**config.mk**
```make
export PLATFORM = sky130hd
export DESIGN_NAME = ahb_filter_dma_flat
export DESIGN_NICKNAME = d
export VERILOG_FILES = /design/src/rtl/ahb_filter_pkg.sv /design/src/rtl/ahb_filter_dma_if.sv /design/src/rtl/ahb_lite_single_master.sv /design/src/rtl/ahb_filter_dma.sv /design/src/flat_wrapper.sv
export SDC_FILE = /design/constraint.sdc
export NUM_CORES = 1
export LEC_CHECK = 0
export CAP_MARGIN = 40
export CORE_ASPECT_RATIO = 0.75
export CORE_UTILIZATION = 53
export DETAILED_ROUTE_END_ITERATION = 8
export PLACE_DENSITY = 0.77
export SLEW_MARGIN = 0
export SYNTH_ARGS = -nofsm -noshare
export SYNTH_HDL_FRONTEND = slang
export SYNTH_HIERARCHICAL = 1
export SYNTH_SLANG_ARGS = --single-unit
export TNS_END_PERCENT = 30
```
**constraint.sdc**
```tcl
create_clock -name HCLK -period 13.4 [get_ports HCLK]
set_clock_uncertainty 0.1 [all_clocks]
set_input_delay 4.02 -clock HCLK [delete_from_list [all_inputs] [get_ports HCLK]]
set_output_delay 4.02 -clock HCLK [all_outputs]
set_load 0.1 [all_outputs]
```
**src/rtl/ahb_filter_pkg.sv**
```systemverilog
// ahb_filter_pkg: bus encodings, accelerator register map and DMA state type
package ahb_filter_pkg;
  localparam logic [1:0] HTRANS_IDLE = 2'b00;
  localparam logic [1:0] HTRANS_NONSEQ = 2'b10;
  localparam logic [2:0] HSIZE_WORD = 3'b010;
  localparam logic [2:0] HBURST_SINGLE = 3'b000;
  localparam logic [31:0] OFF_CTRL = 32'h00;
  localparam logic [31:0] OFF_XN = 32'h04;
  localparam logic [31:0] OFF_C0 = 32'h08;
  localparam logic [31:0] OFF_C1 = 32'h0C;
  localparam logic [31:0] OFF_C2 = 32'h10;
  localparam logic [31:0] OFF_YN = 32'h14;
  localparam logic [31:0] CTRL_START = 32'h1;
  localparam logic [31:0] CTRL_CLEAR = 32'h2;
  typedef enum logic [3:0] {
    IDLE, CFG_C0, CFG_C1, CFG_C2, CFG_CLR, RD_X, WR_X, WR_GO, RD_Y, WR_Y, DONE, ERR
  } state_t;
  function automatic logic [31:0] word_addr(input logic [31:0] base, input logic [31:0] idx);
    return base + (idx << 2);
  endfunction
endpackage

```
**src/rtl/ahb_filter_dma_if.sv**
```systemverilog
// ahb_filter_dma_if: AHB-Lite signals between the DMA master and the bus fabric
interface ahb_filter_dma_if;
  logic [31:0] HADDR;
  logic [31:0] HWDATA;
  logic [31:0] HRDATA;
  logic [1:0] HTRANS;
  logic [2:0] HSIZE;
  logic [2:0] HBURST;
  logic HWRITE;
  logic HREADY;
  logic HRESP;
  modport master(output HADDR, HTRANS, HWRITE, HSIZE, HBURST, HWDATA, input HRDATA, HREADY, HRESP);
  modport slave(input HADDR, HTRANS, HWRITE, HSIZE, HBURST, HWDATA, output HRDATA, HREADY, HRESP);
endinterface

```
**src/rtl/ahb_lite_single_master.sv**
```systemverilog
// ahb_lite_single_master: non-pipelined single transfers; a req pulse is the address phase,
// the data phase then lasts until HREADY and reports either ack or rerr.
module ahb_lite_single_master
  import ahb_filter_pkg::*;
(
  input  logic HCLK,
  input  logic HRESET,
  input  logic req,
  input  logic we,
  input  logic [31:0] addr,
  input  logic [31:0] wdata,
  output logic ack,
  output logic rerr,
  output logic [31:0] rdata,
  ahb_filter_dma_if.master bus
);
  logic dphase;
  assign bus.HTRANS = req ? HTRANS_NONSEQ : HTRANS_IDLE;
  assign bus.HADDR = addr;
  assign bus.HWRITE = we;
  assign bus.HWDATA = wdata;
  assign bus.HSIZE = HSIZE_WORD;
  assign bus.HBURST = HBURST_SINGLE;
  assign ack = dphase & bus.HREADY & ~bus.HRESP;
  assign rerr = dphase & bus.HREADY & bus.HRESP;
  assign rdata = bus.HRDATA;
  always_ff @(posedge HCLK or posedge HRESET)
    if (HRESET) dphase <= 1'b0;
    else dphase <= req | (dphase & ~bus.HREADY);
endmodule

```
**src/rtl/ahb_filter_dma.sv**
```systemverilog
// ahb_filter_dma: streams a sample buffer through the 3-tap FIR accelerator,
// one non-pipelined AHB-Lite transfer per step.
module ahb_filter_dma
  import ahb_filter_pkg::*;
#(
  parameter int LEN_W = 16
) (
  input  logic HCLK,
  input  logic HRESET,
  input  logic start,
  input  logic [31:0] cfg_src,
  input  logic [31:0] cfg_dst,
  input  logic [31:0] cfg_acc,
  input  logic [LEN_W-1:0] cfg_len,
  input  logic [31:0] cfg_c0,
  input  logic [31:0] cfg_c1,
  input  logic [31:0] cfg_c2,
  output logic busy,
  output logic done,
  output logic err,
  ahb_filter_dma_if.master bus
);
  state_t state, nxt;
  logic [31:0] src, dst, acc, c1, c2, addr, wdata, rdata, op_addr, op_wd;
  logic [LEN_W-1:0] len, i, i_nxt;
  logic req, we, ack, rerr, op_we, idle, issue;
  ahb_lite_single_master u_mst (
    .HCLK(HCLK), .HRESET(HRESET), .req(req), .we(we), .addr(addr), .wdata(wdata),
    .ack(ack), .rerr(rerr), .rdata(rdata), .bus(bus)
  );
  assign idle = state inside {IDLE, DONE, ERR};
  assign i_nxt = idle ? '0 : (ack && state == WR_Y) ? i + LEN_W'(1) : i;
  assign issue = nxt != state && !(nxt inside {IDLE, DONE, ERR});
  always_comb begin
    nxt = state;
    if (idle) nxt = start ? CFG_C0 : IDLE;
    else if (rerr) nxt = ERR;
    else if (ack)
      case (state)
        CFG_C0: nxt = CFG_C1;
        CFG_C1: nxt = CFG_C2;
        CFG_C2: nxt = CFG_CLR;
        CFG_CLR: nxt = len == '0 ? DONE : RD_X;
        RD_X: nxt = WR_X;
        WR_X: nxt = WR_GO;
        WR_GO: nxt = RD_Y;
        RD_Y: nxt = WR_Y;
        WR_Y: nxt = i == len - LEN_W'(1) ? DONE : RD_X;
        default: nxt = IDLE;
      endcase
  end
  // Read data feeds the following write directly, so wdata doubles as the x/y holding register.
  always_comb begin
    op_we = 1'b1;
    op_addr = acc + OFF_CTRL;
    op_wd = '0;
    case (nxt)
      CFG_C0: begin op_addr = cfg_acc + OFF_C0; op_wd = cfg_c0; end
      CFG_C1: begin op_addr = acc + OFF_C1; op_wd = c1; end
      CFG_C2: begin op_addr = acc + OFF_C2; op_wd = c2; end
      CFG_CLR: op_wd = CTRL_CLEAR;
      RD_X: begin op_we = 1'b0; op_addr = word_addr(src, 32'(i_nxt)); end
      WR_X: begin op_addr = acc + OFF_XN; op_wd = rdata; end
      WR_GO: op_wd = CTRL_START;
      RD_Y: begin op_we = 1'b0; op_addr = acc + OFF_YN; end
      WR_Y: begin op_addr = word_addr(dst, 32'(i_nxt)); op_wd = rdata; end
      default: op_we = 1'b0;
    endcase
  end
  always_ff @(posedge HCLK or posedge HRESET)
    if (HRESET) begin
      state <= IDLE;
      {req, we, busy, done, err} <= '0;
      {addr, wdata, src, dst, acc, c1, c2} <= '0;
      len <= '0;
      i <= '0;
    end else begin
      state <= nxt;
      i <= i_nxt;
      req <= issue;
      busy <= !(nxt inside {IDLE, DONE, ERR});
      done <= !idle && nxt == DONE;
      err <= !idle && nxt == ERR;
      if (issue) begin
        we <= op_we;
        addr <= op_addr;
        wdata <= op_wd;
      end
      if (idle && start) begin
        src <= cfg_src;
        dst <= cfg_dst;
        acc <= cfg_acc;
        len <= cfg_len;
        c1 <= cfg_c1;
        c2 <= cfg_c2;
      end
    end
endmodule

```
**src/flat_wrapper.sv**
```systemverilog
// flat-port wrapper written by rule: the top's interface ports become plain ports
module ahb_filter_dma_flat import ahb_filter_pkg::*;
#(
  parameter int LEN_W = 16
)
  (HCLK, HRESET, start, cfg_src, cfg_dst, cfg_acc, cfg_len, cfg_c0, cfg_c1, cfg_c2, busy, done, err, bus_HADDR, bus_HTRANS, bus_HWRITE, bus_HSIZE, bus_HBURST, bus_HWDATA, bus_HRDATA, bus_HREADY, bus_HRESP);
  ahb_filter_dma_if bus_i ();
  input  logic HCLK;
  input  logic HRESET;
  input  logic start;
  input  logic [31:0] cfg_src;
  input  logic [31:0] cfg_dst;
  input  logic [31:0] cfg_acc;
  input  logic [LEN_W-1:0] cfg_len;
  input  logic [31:0] cfg_c0;
  input  logic [31:0] cfg_c1;
  input  logic [31:0] cfg_c2;
  output logic busy;
  output logic done;
  output logic err;
  output wire logic [$bits(bus_i.HADDR)-1:0] bus_HADDR;
  output wire logic [$bits(bus_i.HTRANS)-1:0] bus_HTRANS;
  output wire logic [$bits(bus_i.HWRITE)-1:0] bus_HWRITE;
  output wire logic [$bits(bus_i.HSIZE)-1:0] bus_HSIZE;
  output wire logic [$bits(bus_i.HBURST)-1:0] bus_HBURST;
  output wire logic [$bits(bus_i.HWDATA)-1:0] bus_HWDATA;
  input wire logic [$bits(bus_i.HRDATA)-1:0] bus_HRDATA;
  input wire logic [$bits(bus_i.HREADY)-1:0] bus_HREADY;
  input wire logic [$bits(bus_i.HRESP)-1:0] bus_HRESP;
  assign bus_HADDR = bus_i.HADDR;
  assign bus_HTRANS = bus_i.HTRANS;
  assign bus_HWRITE = bus_i.HWRITE;
  assign bus_HSIZE = bus_i.HSIZE;
  assign bus_HBURST = bus_i.HBURST;
  assign bus_HWDATA = bus_i.HWDATA;
  assign bus_i.HRDATA = bus_HRDATA;
  assign bus_i.HREADY = bus_HREADY;
  assign bus_i.HRESP = bus_HRESP;
  ahb_filter_dma #(.LEN_W(LEN_W)) u_core (.HCLK(HCLK), .HRESET(HRESET), .start(start), .cfg_src(cfg_src), .cfg_dst(cfg_dst), .cfg_acc(cfg_acc), .cfg_len(cfg_len), .cfg_c0(cfg_c0), .cfg_c1(cfg_c1), .cfg_c2(cfg_c2), .busy(busy), .done(done), .err(err), .bus(bus_i));
endmodule
```
==> summary.txt, run 1 <==
Min path
  – Hold Path End: u_core/u_mst/dphase$_DFF_PP0_
  – Hold Startpoint: u_core/req$_DFF_PP0_
  – Hold depth: 1
  – Hold Path Class: reg -> reg

Floorplanning
  – FP Rows: 55
  – Die W: just over 200 um
  – Die ar.: 0.03205 mm2
  – I/O pins: ~320
  – Initial Util: between 50% and 60%
  – Die Span Y: 155.3 um
  – Core footprint: between 0.03 and 0.04 mm2

Flow run
  – Max cap viols: 0

Yosys
  – Sequential-to-total area share from yosys stat: 40.09%
  – Synth Cell Area: ~0.017 mm2
  – Syn. warnings: 6
  – Async S/R FF share, synth: 100.0%
  – Flops & latches, synth: between 200 and 300
  – Post-synthesis instance total: around 1800
  – Area fraction of the dominant cell type after synthesis: between 40% and 50%
  – Distinct cells, synth: just over 80
  – Post-synth top area cell: dfrtp_1
  – Ys flop type: dfrtp_1
  – Synth Area per Inst: approximately 9.4 um2
  – Number of synthesized flops with an enable pin: 0
  – Synth area leaders: dfrtp_1, mux2_2, buf_4

Critical path
  – Kind of critical path: in -> reg
  – RR Endpoint: u_core/addr[27]$_DFFE_PP0P_
  – Reg-to-Reg Start: u_core/len[0]$_DFFE_PP0P_
  – CP max stage delay: 0.91 ns
  – WP data required: between 10 and 15 ns
  – Flop-to-flop setup slack: approximately 4.7 ns
  – CP endpoint kind: flip-flop
  – CP most frequent cell: nand2_1
  – WP buf/inv: 2
  – Reg2reg path depth: 25
  – WP data arrival: about 12 ns
  – Worst Path Max Fanout: 17
  – Top Family by Delay on Critical Path: compound AO/OA/AOI/OAI gates
  – Startpoint types: input pin
  – Slowest cell on the critical path: a2111oi_0

Clocking
  – Post-cts sizing count: 0
  – Number of post-CTS setup repair buffers: 0
  – # H-tree levels: 1
  – Worst-case clock buffer depth: 3
  – Clock Sinks: between 200 and 300
  – Clk root buf: clkbuf_16
  – CTS buffer count: 28
  – # hold bufs at CTS: 0
  – TritonCTS clock tree: yes
  – Worst-skew pair later-pin latency: 0.56 ns
  – Clock transition at the registers of the reported paths: roughly 0.07 ns

GRT
  – Vias in the first global route: between 10000 and 15000
  – Initial antenna violation count: 2
  – First-pass GRT wire length: approximately 80000 um
  – Total track usage: 32.28%
  – GRT overflow: 0
  – Largest net degree at the start of global routing: 103

Drt
  – Drt via density: around 6
  – DR pass1 iterations: 9
  – Drt total wl: about 52000 um
  – Initial DRC count: 1456
  – Final ANT Viol Nets: 0
  – Routed wire per std cell: 21.61 um
  – Vias: 14500
  – Remaining DRCs: 32

Final layout
  – Layout cells sized above 1: between 10% and 20%
  – Fin area: 0.02181 mm2
  – Area added between synthesis and finish: 31.37%
  – Most common cell after layout, fill and taps aside: clkdlybuf4s50_1
  – Filler Cell Count: between 2000 and 2500
  – Final Core Density: between 70% and 80%
  – Commonest non-fill, non-tap cells in the layout: clkdlybuf4s50_1, dfrtp_1, nand2_1
  – Nets: 2267

Placed design
  – Hpwl dp: around 38000 um
  – Port Buffers: 313
  – Placed cell areas: 0.02080 mm2
  – Gpl congestion: approximately 0.96

Timing
  – Actual slew at the worst max-slew pin: between 1 and 1.5 ns
  – Fin. max-slew vios: 0
  – Relative slew slack: ~31%
  – Setup violations, final: 0
  – Fmax: 0.08796 GHz
  – RSZ-0062 raised after global routing: no
  – Final hold viol count: 0
  – Final worst path period need: around 11 ns
  – Setup_tns: 0 ns
  – Final Cycle Share: between 80% and 90%
  – Hold_ws: between 0.3 and 0.4 ns

Power
  – Overall power: 5.492 mW
  – Static Leak: about 9 nW
  – Power Density: approximately 250 mW/mm2
  – Worst vdd ir: around 210 uV

Status
  – Status: complete, but fails checks
  – Failing checks: DRC
==> worst max-delay path by stage <==
| stage | start | to | slack, ns | cells after the start |
|---|---|---|---|---|
| floorplan | HRESET | u_core/acc[0]$_DFFE_PP0P_ | 1.98 | 1 |
| global placement | bus_HREADY | u_core/addr[23]$_DFFE_PP0P_ | 1.91 | 25 |
| detailed placement | bus_HREADY | u_core/addr[27]$_DFFE_PP0P_ | 1.74 | 25 |
| CTS | bus_HREADY | u_core/addr[27]$_DFFE_PP0P_ | 2.26 | 25 |
| global route | bus_HREADY | u_core/addr[27]$_DFFE_PP0P_ | 1.58 | 25 |
| finish | bus_HREADY | u_core/addr[27]$_DFFE_PP0P_ | 2.03 | 25 |
==> where the power goes <==
group | internal [mW] | total [mW] | switching [mW]
Combinational | 1.30 | 3.08 | 1.78
Clock | 0.509 | 0.841 | 0.331
Sequential | 1.19 | 1.57 | 0.384
Total | 3.00 | 5.49 | 2.49
==> metal layers <==
metal / up-vias / track usage (%) / part of all wire, %
met2: 718 / 47.64 / 43
met1: 7031 / 47.08 / 45
met5: - / 0 / 0
met3: 119 / 6.326 / 8.7
met4: 0 / 11.13 / 3.3
li1: 6631 / - / -
==> stage by stage <==
stage | cells | setup WS (ns)
after floorplan | 1762 | 1.983
after global placement | 2287 | 1.907
after detailed placement | 2365 | 1.736
after CTS | 2414 | 2.258
after global routing | 2416 | 1.583
final | 2416 | 2.031
==> sequential cells by signal (all words and copies together) (netlist names) <==
register and flops:
u_core/acc 32, u_core/addr 32, u_core/busy 1, u_core/c1 32
u_core/c2 32, u_core/done 1, u_core/dst 32, u_core/err 1
u_core/i 16, u_core/len 16, u_core/req 1, u_core/src 32
u_core/state 4, u_core/u_mst/dphase 1, u_core/wdata 32, u_core/we 1
==> cells in the mapped netlist, types with 13 or more instances <==
cell / n
dfrtp_1: 266
nand2_1: 195
nor2_1: 185
mux2_2: 174
buf_4: 105
clkbuf_1: 74
o21ai_0: 73
xnor2_1: 62
xor2_1: 57
a21oi_1: 56
nand3_1: 42
mux2i_1: 41
a221oi_1: 34
inv_1: 28
and3_1: 26
nor3_1: 26
ha_1: 23
a31oi_1: 20
o22ai_1: 17
a21o_1: 16
buf_1: 13
==> cells by family (layout without fill, tap and decap cells) <==
family | count (synthesis) | count (layout) | synth area share (%)
other | 2 | 8 | 0.04523
and+or+nand+nor | 575 | 575 | 16.16
adders and majority gates | 25 | 25 | 1.974
DFF | 266 | 266 | 40.09
AOI/OAI and AO/OA | 322 | 322 | 13.30
xor gates and xnor gates | 120 | 120 | 6.375
muxes | 215 | 215 | 14.27
buffers and inverters | 232 | 486 | 7.785
==> cell type report <==
type	instances	area, um2	area share, %
repair buffers	409	4832	22.15
inverters	28	112.6	0.5163
clock buffers	40	837.1	3.838
flip-flops and latches	266	6656	30.52
diodes	1	2.502	0.01147
well taps	399	499.2	2.289
multi-input cells	1264	8715	39.95
clock inverters	9	157.7	0.7228
Note: power is estimated with default switching activity, not from simulation.
==> run 2, diff against run 1 <==
Settings changed: CORE_UTILIZATION 53 to 48, PLACE_DENSITY 0.77 to 0.74.
Clock period 13.4 ns to 9.2 ns, I/O delays scaled along.
==> run 2 against run 1 <==
  * Sequential share of layout area is essentially flat
  * Largest power group unchanged
  * Power grew 45%
  * The run now ends clean
  * Sequential power grew 48%
==> summary.txt, run 2 (synthesis gave the netlist of run 1 again) <==
Status
  – Status: complete, no violations (was complete, but fails checks)

Floorplanning
  – Die W: 216.8 um (was 206.4 um)
  – FP Rows: 58 (was 55)
  – Die Span Y: 163.1 um (was 155.3 um)
  – Core footprint: 0.03382 mm2 (was 0.03049 mm2)
  – Initial Util: 49.10% (was 54.46%)
  – I/O pins: 321 (unchanged)
  – Die ar.: 0.03535 mm2 (was 0.03205 mm2)

Timing
  – Relative slew slack: 31.36% (was 31.15%)
  – Final Cycle Share: a little over nine tenths
  – PnR worst setup slack: 0.2506 ns (was 2.031 ns)
  – Setup violations, final: 0 (unchanged)
  – Fin. max-slew vios: 0 (unchanged)
  – Fmax: approximately 0.11 GHz
  – RSZ-0062 raised after global routing: no (unchanged)
  – Final hold viol count: 0 (unchanged)
  – Actual slew at the worst max-slew pin: 1.030 ns (was 1.007 ns)
  – Final worst path period need: 8.949 ns

Critical path
  – Flop-to-flop setup slack: 1.59 ns (was 4.69 ns)
  – Worst Path Max Fanout: 15 (was 17)
  – Kind of critical path: in -> reg (unchanged)
  – Top Family by Delay on Critical Path: compound AO/OA/AOI/OAI gates (unchanged)
  – Reg-to-Reg Start: u_core/len[0]$_DFFE_PP0P_ (unchanged)
  – WP data required: 9.51 ns (was 13.71 ns)
  – Startpoint types: input pin (unchanged)
  – Slowest cell on the critical path: a2111oi_0 (unchanged)
  – Reg2reg path depth: 25 (unchanged)
  – CP most frequent cell: nand2_1 (unchanged)
  – WP data arrival: 9.26 ns (was 11.68 ns)
  – WP buf/inv: 3 (was 2)
  – CP endpoint kind: flip-flop (unchanged)
  – CP max stage delay: 0.77 ns (was 0.91 ns)
  – RR Endpoint: u_core/addr[27]$_DFFE_PP0P_ (unchanged)

Placed design
  – Place WS: -0.08905 ns (was 1.736 ns)
  – Gpl congestion: 0.9433 (was 0.9601)
  – Port Buffers: 313 (unchanged)
  – Hpwl dp: 39090 um (was 38090 um)

Power
  – Clock Power Share: 15.3% (about the same)
  – Reg power frac: 29.1% (was 28.6%)
  – Worst vdd ir: 299.5 uV (was 206.9 uV)
  – Combinational power share: 55.6% (was 56.1%)
  – Design internal power: 4.323 mW (was 3.000 mW)
  – Switching share of power: 45.79% (was 45.37%)
  – Overall power: 7.975 mW (was 5.492 mW)
  – Static Leak: 8.983 nW (was 9.015 nW)
  – Power Density: 365.8 mW/mm2 (was 251.8 mW/mm2)
  – Psw: 3.651 mW (was 2.492 mW)

Clocking
  – Clock Sinks: 266 (unchanged)
  – TritonCTS clock tree: yes (unchanged)
  – Post-cts sizing count: 0 (unchanged)
  – Clock transition at the registers of the reported paths: 0.06 ns (was 0.07 ns)
  – Worst-skew pair later-pin latency: 0.56 ns (about the same)
  – Clk root buf: clkbuf_16 (unchanged)
  – CTS buffer count: 29 (was 28)
  – # hold bufs at CTS: 0 (unchanged)
  – # H-tree levels: 1 (unchanged)
  – Worst-case clock buffer depth: 3 (unchanged)
  – Number of post-CTS setup repair buffers: 0 (unchanged)

Min path
  – Hold depth: 1 (unchanged)
  – Hold Path End: u_core/u_mst/dphase$_DFF_PP0_ (unchanged)
  – Hold Path Class: reg -> reg (unchanged)
  – Hold Startpoint: u_core/req$_DFF_PP0_ (unchanged)

GRT
  – Met1 usage: 42.55% (was 47.08%)
  – Global routing usage on met2: 45.72% (was 47.64%)
  – First-pass GRT wire length: 81950 um (was 80050 um)
  – Most used routing layer: met2 (unchanged)
  – Largest net degree at the start of global routing: 169 (was 103)
  – Total track usage: 29.81% (was 32.28%)
  – Vias in the first global route: 14600 (was 14260)
  – Initial antenna violation count: 1 (was 2)
  – GRT overflow: 0 (unchanged)
  – Met3 global-route usage: 5.605% (was 6.326%)

Drt
  – Final ANT Viol Nets: 0 (unchanged)
  – Initial DRC count: 1556 (was 1456)
  – Vias: 14670 (was 14500)
  – Routed wire per std cell: 21.46 um (was 21.61 um)
  – Drt via density: 5.917 (was 6.001)
  – Drt total wl: 53230 um (was 52200 um)
  – Remaining DRCs: 0 (was 32)
  – DR pass1 iterations: 5 (was 9)

Flow run
  – Max cap viols: 0 (unchanged)

Final layout
  – Commonest non-fill, non-tap cells in the layout: clkdlybuf4s50_1, dfrtp_1, nand2_1 (unchanged)
  – Nets: 2278 (was 2267)
  – Most common cell after layout, fill and taps aside: clkdlybuf4s50_1 (unchanged)
  – Area added between synthesis and finish: 31.30% (was 31.37%)
  – Layout cells sized above 1: 17.85% (was 17.41%)
## run 2: power groups by stage
stage	logic, mW	registers (mW)	clock network (mW)
finish	4.43	2.32	1.22
global route	4.67	2.39	1.28
floorplan	3.14	2.05	0
CTS	4.42	2.30	1.24
detailed placement	4.41	2.32	0
global placement	3.68	2.29	0
## run 2: final cells by class
type / count / area [um2]
clock buffers: 39 / 813.3
flip-flops and latches: 266 / 6656
fillers: 2707 / 12020
multi-input cells: 1264 / 8715
inverters: 28 / 108.9
well taps: 450 / 563.0
clock inverters: 12 / 165.2
diodes: 2 / 5.005
repair buffers: 419 / 4773
## run 2: worst max-delay path by stage
| stage | from | slack [ns] | cells past startpoint | end |
|---|---|---|---|---|
| 5_1_grt | bus_HREADY | 0.03 | 25 | u_core/addr[27]$_DFFE_PP0P_ |
| 2_1_floorplan | bus_HREADY | 0.47 | 28 | u_core/addr[27]$_DFFE_PP0P_ |
| 3_3_place_gp | bus_HREADY | 0.12 | 25 | u_core/addr[27]$_DFFE_PP0P_ |
| 6_report | bus_HREADY | 0.25 | 25 | u_core/addr[27]$_DFFE_PP0P_ |
| 4_1_cts | bus_HREADY | 0.47 | 25 | u_core/addr[27]$_DFFE_PP0P_ |
| 3_5_place_dp | bus_HREADY | -0.09 | 25 | u_core/addr[27]$_DFFE_PP0P_ |
## run 2: layer usage
layer	share of wire, %	up-vias	routed length (um)
met2	45	738	23810
met1	44	7173	23210
met4	2.8	0	1501
li1	-	6661	-
met3	8.9	102	4717
met5	0	-	0
## run 2: stage by stage
step / instances / hold WS, ns / utilization, % / setup TNS (ns) / area, um2
after detailed placement: 2427 / 0.3520 / 61.55 / -0.09703 / 20820
after global routing: 2479 / 0.3956 / 64.46 / 0 / 21800
after global placement: 2352 / 0.3459 / 57.43 / 0 / 19420
after CTS: 2478 / 0.3655 / 64.45 / 0 / 21790
after floorplan: 1762 / 0.3289 / - / 0 / 16630
final: 2480 / 0.3650 / 64.46 / 0 / 21800
==> run 3, diff against run 2 <==
Settings changed: CORE_UTILIZATION 48 to 47, PLACE_DENSITY 0.74 to 0.73, SYNTH_HIERARCHICAL 1 to not set.
==> run 3 against run 2 <==
  * Fmax is 7.5% higher
  * Register-to-register slack better by 0.55 ns
  * Via count is 6.3% lower
==> summary.txt, run 3 <==
Clocking
  – Clock Sinks: 266 (unchanged)
  – Worst-skew pair later-pin latency: 0.58 ns (was 0.56 ns)
  – CTS buffer count: 28 (was 29)
  – # hold bufs at CTS: 0 (unchanged)
  – # H-tree levels: 1 (unchanged)
  – Clock transition at the registers of the reported paths: 0.07 ns (was 0.06 ns)
  – Number of post-CTS setup repair buffers: 0 (unchanged)
  – Worst-case clock buffer depth: 3 (unchanged)
  – TritonCTS clock tree: yes (unchanged)
  – Post-cts sizing count: 0 (unchanged)
  – Clk root buf: clkbuf_16 (unchanged)

Final layout
  – Layout cells sized above 1: 19.12% (was 17.85%)
  – Filler Cell Count: 2551 (was 2707)
  – Reg area: 0.006656 mm2 (unchanged)
  – ANT cells: 0 (was 2)
  – Commonest non-fill, non-tap cells in the layout: clkdlybuf4s50_1, dfrtp_1, mux2_2 (was clkdlybuf4s50_1, dfrtp_1, nand2_1)
  – Most common cell after layout, fill and taps aside: clkdlybuf4s50_1 (unchanged)
  – Nets: 2126 (was 2278)
  – Final Core Density: 65.75% (was 64.46%)
  – Area of the multi-input gates: 0.008387 mm2 (was 0.008715 mm2)
  – Area added between synthesis and finish: 37.27% (was 31.30%)

Placed design
  – Gpl congestion: 0.9289 (was 0.9433)
  – Hpwl dp: 36980 um (was 39090 um)
  – Port Buffers: 313 (unchanged)

Yosys
  – Distinct cells, synth: 74 (was 81)
  – Post-synthesis instance total: 1518 (was 1757)
  – Ys flop type: dfrtp_1 (unchanged)
  – Most common cell in the netlist: dfrtp_1 (unchanged)
  – Largest family of logic cells by synthesized area: compound AO/OA/AOI/OAI gates (was simple AND/OR/NAND/NOR gates)
  – Mux share of post-synthesis cell area: 14.11% (was 14.27%)
  – Xor and xnor fraction of the mapped netlist area: 7.720% (was 6.375%)
  – Sequential-to-total area share from yosys stat: 42.82% (was 40.09%)
  – Synth Cell Area: 0.01554 mm2 (was 0.01660 mm2)
  – Area fraction of the dominant cell type after synthesis: 42.82% (was 40.09%)
  – Async S/R FF share, synth: 100.0% (unchanged)
  – Synth area leaders: dfrtp_1, mux2_2, xnor2_1 (was dfrtp_1, mux2_2, buf_4)
  – Compound-Gate Fraction of Synth Area: 15.54% (was 13.30%)
  – Flops & latches, synth: 266 (unchanged)
  – Syn. warnings: 0 (was 6)
  – Post-synth top area cell: dfrtp_1 (unchanged)
  – Post-synthesis simple-gate area fraction: 14.05% (was 16.16%)
  – Adder-cell area share of the yosys netlist: 2.109% (was 1.974%)
  – Number of synthesized flops with an enable pin: 0 (unchanged)
  – Synth top cells by count: dfrtp_1, mux2_2, nand2_1 (was dfrtp_1, nand2_1, nor2_1)
  – Synth Area per Inst: 10.24 um2 (was 9.450 um2)

Critical path
  – CP max stage delay: 0.62 ns (was 0.77 ns)
  – WP buf/inv: 1 (was 3)
  – WP data required: 9.52 ns (was 9.51 ns)
  – Top Family by Delay on Critical Path: compound AO/OA/AOI/OAI gates (unchanged)
  – Reg-to-Reg Start: u_core.len[3]$_DFFE_PP0P_ (was u_core/len[0]$_DFFE_PP0P_)
  – CP endpoint kind: flip-flop (unchanged)
  – Startpoint types: input pin (unchanged)
  – CP most frequent cell: o31ai_1 (was nand2_1)
  – RR Endpoint: u_core.addr[25]$_DFFE_PP0P_ (was u_core/addr[27]$_DFFE_PP0P_)
  – Setup crit start: bus_HREADY (unchanged)
  – Slowest cell on the critical path: a2111oi_0 (unchanged)
  – Worst Path Max Fanout: 15 (unchanged)
  – Worst-path cell chain: clkdlybuf4s50_1 -> nand2_1 -> nor2_1 -> o31ai_1 -> o21ai_0 -> a222oi_1 -> a32oi_2 -> nand4_2 -> mux2_2 -> ha_1 -> a21o_1 -> a21o_1 -> a2111oi_0 -> o31ai_1 -> o21a_1 -> and4_1 -> xor2_1 -> nand2_1 -> o21ai_0 -> a221oi_1 -> o31ai_1
  – WP data arrival: 8.64 ns (was 9.26 ns)
  – Flop-to-flop setup slack: 2.14 ns (was 1.59 ns)
  – Kind of critical path: in -> reg (unchanged)
  – Reg2reg path depth: 20 (was 25)

Timing
  – Final Cycle Share: 90.45% (was 97.28%)
  – Final hold viol count: 0 (unchanged)
  – Fmax: 0.1202 GHz (was 0.1117 GHz)
  – RSZ-0062 raised after global routing: no (unchanged)
  – Fin. max-slew vios: 0 (unchanged)
  – Hold_ws: 0.3595 ns (was 0.3650 ns)
  – Relative slew slack: 45.15% (was 31.36%)
  – Actual slew at the worst max-slew pin: 0.8228 ns (was 1.030 ns)
  – Setup_tns: 0 ns (unchanged)
  – Setup violations, final: 0 (unchanged)
  – Final worst path period need: 8.321 ns (was 8.949 ns)

Flow run
  – Max cap viols: 0 (unchanged)

Floorplanning
  – Die ar.: 0.03381 mm2 (was 0.03535 mm2)
  – FP Rows: 57 (was 58)
  – Die W: 212.0 um (was 216.8 um)
  – Die Span Y: 159.5 um (was 163.1 um)
  – Core footprint: 0.03245 mm2 (was 0.03382 mm2)
  – I/O pins: 321 (unchanged)
  – Initial Util: 47.90% (was 49.10%)

Drt
  – Drt total wl: 50420 um (was 53230 um)
  – Drt via density: 5.927 (was 5.917)
  – Met2 wire length: 23410 um (was 23810 um)
  – Met3 wire len: 3590 um (was 4717 um)
  – Initial DRC count: 1693 (was 1556)
  – Routed wire per std cell: 21.73 um (was 21.46 um)
  – DR pass1 iterations: 8 (was 5)
  – Vias: 13750 (was 14670)
  – Final ANT Viol Nets: 0 (unchanged)
  – Top Metal Used: met5 (was met4)
  – DRT met1 WL: 21440 um (was 23210 um)
  – Remaining DRCs: 0 (unchanged)

Power
  – Overall power: 2.515 mW (was 7.975 mW)
  – Power Density: 117.9 mW/mm2 (was 365.8 mW/mm2)
  – Static Leak: 9.732 nW (was 8.983 nW)
  – Worst vdd ir: 114.7 uV (was 299.5 uV)

Status
  – Status: complete, no violations (unchanged)

Min path
  – Hold Startpoint: u_core.req$_DFF_PP0_ (was u_core/req$_DFF_PP0_)
  – Hold depth: 1 (unchanged)
  – Hold Path Class: reg -> reg (unchanged)
  – Hold Path End: u_core.u_mst.dphase$_DFF_PP0_ (was u_core/u_mst/dphase$_DFF_PP0_)

GRT
  – Initial antenna violation count: 1 (unchanged)
  – Total track usage: 29.92% (was 29.81%)
  – First-pass GRT wire length: 79090 um (was 81950 um)
  – Largest net degree at the start of global routing: 121 (was 169)
  – Vias in the first global route: 14050 (was 14600)
  – GRT overflow: 0 (unchanged)
[run 3: cell types whose count changed after synthesis, sizes merged, moves of 19 or more]
cell	delta
nor2	-85
o21ai	-35
buf	-84
a222oi	+35
mux2i	-39
nand2	-34
mux2	+19
a22o	+35
[run 3: worst register-to-register path, stage by stage, from the launching register on]
cell	delay, ns
dfrtp_1	0.45
nor4_2	0.69
nand2_1	0.36
o41ai_1	0.73
nand4_2	0.28
o31a_1	0.36
clkinv_2	0.17
nand4_2	0.40
mux2_2	0.46
ha_1	0.27
a21o_1	0.17
a21o_1	0.20
a2111oi_0	0.62
o31ai_1	0.27
o21a_1	0.43
and4_1	0.30
xor2_1	0.14
nand2_1	0.06
o21ai_0	0.08
a221oi_1	0.26
o31ai_1	0.11
[run 3: where the power goes]
group / internal [mW] / switching [mW] / total, mW
Sequential: 1.17 / 0 / 1.17
Combinational: 0.100 / 0.0661 / 0.166
Clock: 0.686 / 0.494 / 1.18
[run 3: per-layer routing]
layer / up-vias / global-route usage (%)
met1: 6719 / 40.56
li1: 6261 / -
met3: 125 / 5.247
met2: 644 / 47.75
met4: 2 / 11.26
met5: - / 0
[run 3: worst max-delay path by stage]
stage / slack, ns / end / cells past startpoint
5_1_grt: 0.31 / u_core.addr[25]$_DFFE_PP0P_ / 21
4_1_cts: 0.91 / u_core.addr[25]$_DFFE_PP0P_ / 21
6_report: 0.88 / u_core.addr[25]$_DFFE_PP0P_ / 21
3_5_place_dp: 0.34 / u_core.addr[25]$_DFFE_PP0P_ / 21
2_1_floorplan: 1.57 / u_core.addr[29]$_DFFE_PP0P_ / 21
3_3_place_gp: 0.54 / u_core.addr[25]$_DFFE_PP0P_ / 21
[run 3: area by class of cell]
class,count,share of cell area (%)
multi-input combinational,1134,39.31
sequential,266,31.20
timing repair buffer,406,22.14
clock buffer,39,3.524
tap,442,2.592
clock inverter,13,0.8620
inverter,20,0.3753
[run 3: cells by family (layout without fill, tap and decap cells)]
family                   Yosys count  after routing
adder cells (fa/ha/maj)           25             25
multiplexers                     195            195
AO/OA/AOI/OAI                    313            313
XOR/XNOR                         137            137
buffers and inverters            123            478
AND/OR/NAND/NOR                  457            457
other                              2              7
flip-flops                       266            266
[run 3: through the flow]
| step | area (um2) | std cells | setup slack, ns |
|---|---|---|---|
| after floorplan | 15570 | 1523 | 1.570 |
| after global placement | 18960 | 2193 | 0.5442 |
| after detailed placement | 20400 | 2268 | 0.3431 |
| after CTS | 21340 | 2320 | 0.9050 |
| after global routing | 21340 | 2320 | 0.3051 |
| final | 21340 | 2320 | 0.8788 |
